--- src/rtl/instr_loader.sv ---
// Loads a length-prefixed little-endian byte stream into instruction memory, holding the core in reset until complete.
// mem_we fires one cycle after each 4th byte (s_ready low that cycle); done/core_rst_n rise one cycle after the last write.
module instr_loader #(
    parameter int DEPTH = 64,
    parameter int AW    = 32
) (
    input  logic          clk,
    input  logic          areset,
    input  logic          start,
    input  logic          s_valid,
    input  logic [7:0]    s_data,
    output logic          s_ready,
    output logic          mem_we,
    output logic [AW-1:0] mem_addr,
    output logic [31:0]   mem_wdata,
    output logic          core_rst_n,
    output logic          busy,
    output logic          done,
    output logic          err
);

    typedef enum logic [2:0] {
        IDLE,
        LEN_LO,
        LEN_HI,
        BYTE,
        WRITE,
        DONE,
        ERR
    } state_t;

    localparam logic [16:0] DEPTH_W = 17'(DEPTH);

    state_t        state_q, state_d;
    logic [15:0]   len_q, len_d;
    logic [1:0]    byte_cnt_q, byte_cnt_d;
    logic [15:0]   word_cnt_q, word_cnt_d;
    logic [31:0]   word_buf_q, word_buf_d;
    logic [AW-1:0] mem_addr_q, mem_addr_d;
    logic [31:0]   mem_wdata_q, mem_wdata_d;

    logic          hs;
    logic [15:0]   full_len;
    logic [31:0]   word_nxt;

    assign hs       = s_valid && s_ready;
    assign full_len = {s_data, len_q[7:0]};

    always_comb begin
        state_d     = state_q;
        len_d       = len_q;
        byte_cnt_d  = byte_cnt_q;
        word_cnt_d  = word_cnt_q;
        word_buf_d  = word_buf_q;
        mem_addr_d  = mem_addr_q;
        mem_wdata_d = mem_wdata_q;
        word_nxt    = word_buf_q;
        word_nxt[{byte_cnt_q, 3'b000} +: 8] = s_data;

        case (state_q)
            IDLE, DONE, ERR: begin
                if (start) begin
                    state_d    = LEN_LO;
                    byte_cnt_d = 2'd0;
                    word_cnt_d = 16'd0;
                end
            end
            LEN_LO: begin
                if (hs) begin
                    len_d   = {8'h00, s_data};
                    state_d = LEN_HI;
                end
            end
            LEN_HI: begin
                if (hs) begin
                    len_d = full_len;
                    if (full_len == 16'd0) begin
                        state_d = DONE;
                    end else if (17'(full_len) > DEPTH_W) begin
                        state_d = ERR;
                    end else begin
                        state_d = BYTE;
                    end
                end
            end
            BYTE: begin
                if (hs) begin
                    word_buf_d = word_nxt;
                    byte_cnt_d = byte_cnt_q + 2'd1;
                    // The last byte goes straight into the output word so WRITE needs no extra cycle.
                    if (byte_cnt_q == 2'd3) begin
                        mem_wdata_d = word_nxt;
                        mem_addr_d  = AW'({word_cnt_q, 2'b00});
                        state_d     = WRITE;
                    end
                end
            end
            WRITE: begin
                word_cnt_d = word_cnt_q + 16'd1;
                state_d    = (word_cnt_q + 16'd1 == len_q) ? DONE : BYTE;
            end
            default: state_d = IDLE;
        endcase
    end

    always_ff @(posedge clk or negedge areset) begin
        if (!areset) begin
            state_q     <= IDLE;
            len_q       <= '0;
            byte_cnt_q  <= '0;
            word_cnt_q  <= '0;
            word_buf_q  <= '0;
            mem_addr_q  <= '0;
            mem_wdata_q <= '0;
        end else begin
            state_q     <= state_d;
            len_q       <= len_d;
            byte_cnt_q  <= byte_cnt_d;
            word_cnt_q  <= word_cnt_d;
            word_buf_q  <= word_buf_d;
            mem_addr_q  <= mem_addr_d;
            mem_wdata_q <= mem_wdata_d;
        end
    end

    // Control outputs are pure state decodes, so they follow the state register with no extra delay.
    assign s_ready    = (state_q == LEN_LO) || (state_q == LEN_HI) || (state_q == BYTE);
    assign busy       = s_ready || (state_q == WRITE);
    assign mem_we     = (state_q == WRITE);
    assign done       = (state_q == DONE);
    assign err        = (state_q == ERR);
    assign core_rst_n = (state_q == DONE);
    assign mem_addr   = mem_addr_q;
    assign mem_wdata  = mem_wdata_q;

endmodule

--- config.mk ---
export PLATFORM = sky130hd
export DESIGN_NAME = instr_loader
export DESIGN_NICKNAME = d
export VERILOG_FILES = /design/src/rtl/instr_loader.sv
export SDC_FILE = /design/constraint.sdc
export NUM_CORES = 1
export LEC_CHECK = 0
export BUFFER_PORTS_ARGS = -buffer_cell sky130_fd_sc_hd__buf_2
export CORE_MARGIN = 2
export CORE_UTILIZATION = 45
export DETAILED_ROUTE_END_ITERATION = 16
export HOLD_SLACK_MARGIN = 0.02
export MAX_ROUTING_LAYER = met4
export PLACE_DENSITY = 0.71
export SYNTH_ARGS = -nofsm -noshare
export SYNTH_HDL_FRONTEND = slang
export SYNTH_SLANG_ARGS = --single-unit
--- constraint.sdc ---
create_clock -name clk -period 3.6 [get_ports clk]
set_clock_uncertainty 0.15 [all_clocks]
set_input_delay 0 -clock clk [delete_from_list [all_inputs] [get_ports clk]]
set_output_delay 0 -clock clk [all_outputs]
set_load 0.02 [all_outputs]
==> results.md <==
* Min-delay worst type: in -> async
* Post-Synth XOR/XNOR Area at 0.03079
* GR Util met2 at 0.3344
* M3 GR Usage at 0.05795
* TritonCTS clock tree: done
* Maxcap violations at 0
* Final period utilization at 0.7656
* Worst-path clk slew at 60 ps
* Final min period at approximately 2800 ps
* Worst-skew pair later-pin latency at 420 ps
* Top fanout value on the critical path at 27
* Clock Sinks at roughly 120
* Root buf cell: clkbuf_16
* Placer Congestion at 0.9443
* Total power at between 4 and 5 mW
* R2R Setup Slk at 840 ps
* Post-CTS Setup Bufs at 0
* Syn Inst Count at 607
* Max Freq at between 300 and 400 MHz
* R2r startpoint: state_q[0]
* Initial core utilization at 0.4566
* Area grow syn2layout at 17.01%
* Largest family of logic cells by synthesized area: compound AO/OA/AOI/OAI gates
* Syn avg cell area at slightly below 10 µm²
* Distinct cells, synth at 60
* # fillers at 1,170
* Die width at 119.2 µm
* Slowest CP cell: dfrtp_1
* Register area share after synthesis at 0.4901
* Maximum number of pins on one net before global-route repair at 79
* Inserted Clock Buffers at 17
* Routed WL at 14.24 mm
* Ys async rst share at 1.000
* Final hold vios at 0
* I/O Buffers at between 60 and 70
* Final setup margin at around 840 ps
* Final HPWL DP at 9.580 mm
* Post-synthesis cell area at approximately 6000 µm²
* RSZ-0062 raised after global routing: false
* Most common cell after layout, fill and taps aside: dfrtp_1
* Total Die Area at around 14,000 µm²
* Slew HR at 0.3648
* Hold_buf cts at 12
* Compound-Gate Fraction of Synth Area at 0.1952
* Reg-to-reg endpoint: state_q[0]
* Placed Cells at between 800 and 900
* Drt wl/cell at around 17 µm
* Maximum clock path buffer count at 2
* Busiest grt layer: met2
* Crit end category: register
* Via count at between 4,000 and 5,000
* First-pass GRT wire length at ~24 mm
* Leakage at 3.209 nW
* Final slew viol count at 0
* Area after DPL at 6334 µm²
* Vias per Instance at around 5.6
* Final net count at between 600 and 700
* Setup CP Type: reg -> reg
* Synth warn at 0
* Top_reg_cell synth: dfrtp_1
* Startpoint types: register
* Worst setup path endpoint: state_q[0]
* Initial antenna violation count at 0
* Multiplexer area fraction after synthesis at 0.03937
* Vias in the first global route at 4,700
* Synth Area in Adders at 0.01466
* H-tree lvl count at 4
* Height of the die at 119.2 µm
* Post-Layout Inst Area at 6990 µm²
* Worst VDD drop at 450.0 µV
* Dpl ws at between 800 and 900 ps
* PD cells at approximately 690 nW/µm²
* Rows at 42
* Post-synth EDFFs at 0
* Synthesis-stage register bit count at 117
* Most frequent cells in the layout: dfrtp_1, nand2_1, o21ai_0, buf_2, a21oi_1
* Simple-gate share of the synthesized area at 0.1675
* Resized Gates After CTS at 0
* Post-route DRC at 0
* Total grt overflow at 0
* Met1 usage at 0.2804
* Final core occ at 0.5342
* Worst hold slack at 136.0 ps
* FF-to-FF path depth at 6
* Crit path DAT at 2960 ps
* Cell Count, Final, Fillers Out at approximately 860
* Status: complete, no violations
* GRT Resource Usage Total at 0.2173
* CP Data Required Time at roughly 3800 ps
* Core area at 13,090 µm²
* Ports at 82
* Critical Path Start: state_q[0]
* ANT nets after route at 0
* First-pass DRT Iterations at 5
* Final setup TNS at 0 ps
* Worst slew pin tran at ~950 ps
* ANT cells at 0
* Share of cells above drive strength 1 at 0.1953
* Crit path largest cell delay at between 600 and 700 ps
* Iter 0 DRT Violations at 370
* # setup viols final at 0
* CP Cell Sequence: inv_1 -> o21ai_0 -> a221o_1 -> o41a_1 -> o221ai_1 -> dlygate4sd3_1
==> report_power, final <==
group          switching (mW)  total [mW]  internal, mW
registers               0.298        1.87          1.57
logic                   0.811        1.42         0.611
clock network           0.586        1.54         0.956
==> how the worst min path moves through the flow <==
| stage | start | endpoint | slack, ps | depth (start not counted) |
|---|---|---|---|---|
| detailed placement | areset | mem_addr[6] | 70 | 1 |
| floorplan | areset | byte_cnt_q[0] | -450 | 0 |
| global placement | areset | mem_addr[6] | 50 | 1 |
| global route | areset | mem_addr[6] | 230 | 2 |
| CTS | areset | word_cnt_q[6] | 180 | 2 |
| finish | areset | mem_addr[4] | 140 | 2 |
==> sequential cells by signal, indices dropped and copies added, names as in the netlist <==
signal / flops
mem_wdata: 32
word_buf_q: 32
len_q: 16
mem_addr: 16
word_cnt_q: 16
state_q: 3
byte_cnt_q: 2
==> synthesized netlist by cell type (all sizes together) (9+ instances only) <==
| cell type | n | area share |
|---|---|---|
| nor3 | 9 | 0.0092 |
| mux2 | 20 | 0.038 |
| clkbuf | 30 | 0.019 |
| xnor2 | 14 | 0.021 |
| inv | 12 | 0.0075 |
| dfrtp | 117 | 0.49 |
| o21ai | 72 | 0.060 |
| a21oi | 42 | 0.035 |
| nor2b | 32 | 0.034 |
| nand3 | 13 | 0.015 |
| buf | 28 | 0.035 |
| nand2 | 76 | 0.048 |
| a22o | 41 | 0.060 |
| nor2 | 19 | 0.012 |
==> critical path: cells and delay by family (launching register included) <==
| kind | cells | cell delay (ps) |
|---|---|---|
| AO/OA/AOI/OAI | 4 | 1020 |
| flip-flops | 1 | 630 |
| buffers and inverters | 2 | 890 |
==> layer usage <==
layer | wire [µm] | up-vias
met1 | 6395 | 2376
met3 | 808 | 22
met4 | 278 | 0
li1 | - | 2242
met2 | 6756 | 159
met5 | 0 | -
==> layout make-up <==
cell class | count | area, µm² | area share
sequential | 117 | 2928 | 0.4188
timing repair buffer | 85 | 520.5 | 0.07446
multi-input combinational | 434 | 2736 | 0.3914
tap | 176 | 220.2 | 0.03150
clock inverter | 10 | 82.58 | 0.01181
clock buffer | 22 | 454.2 | 0.06497
inverter | 13 | 48.80 | 0.006980
==> kinds of logic (layout without fill, tap and decap cells) <==
| logic type | after synthesis | count (layout) |
|---|---|---|
| AOI/OAI and AO/OA | 184 | 184 |
| buffers and inverters | 71 | 130 |
| adders and majority gates | 7 | 7 |
| DFF | 117 | 117 |
| xor gates and xnor gates | 21 | 21 |
| other | 1 | 16 |
| muxes | 21 | 21 |
| and+or+nand+nor | 185 | 185 |
(Power assumes the default switching activity.)
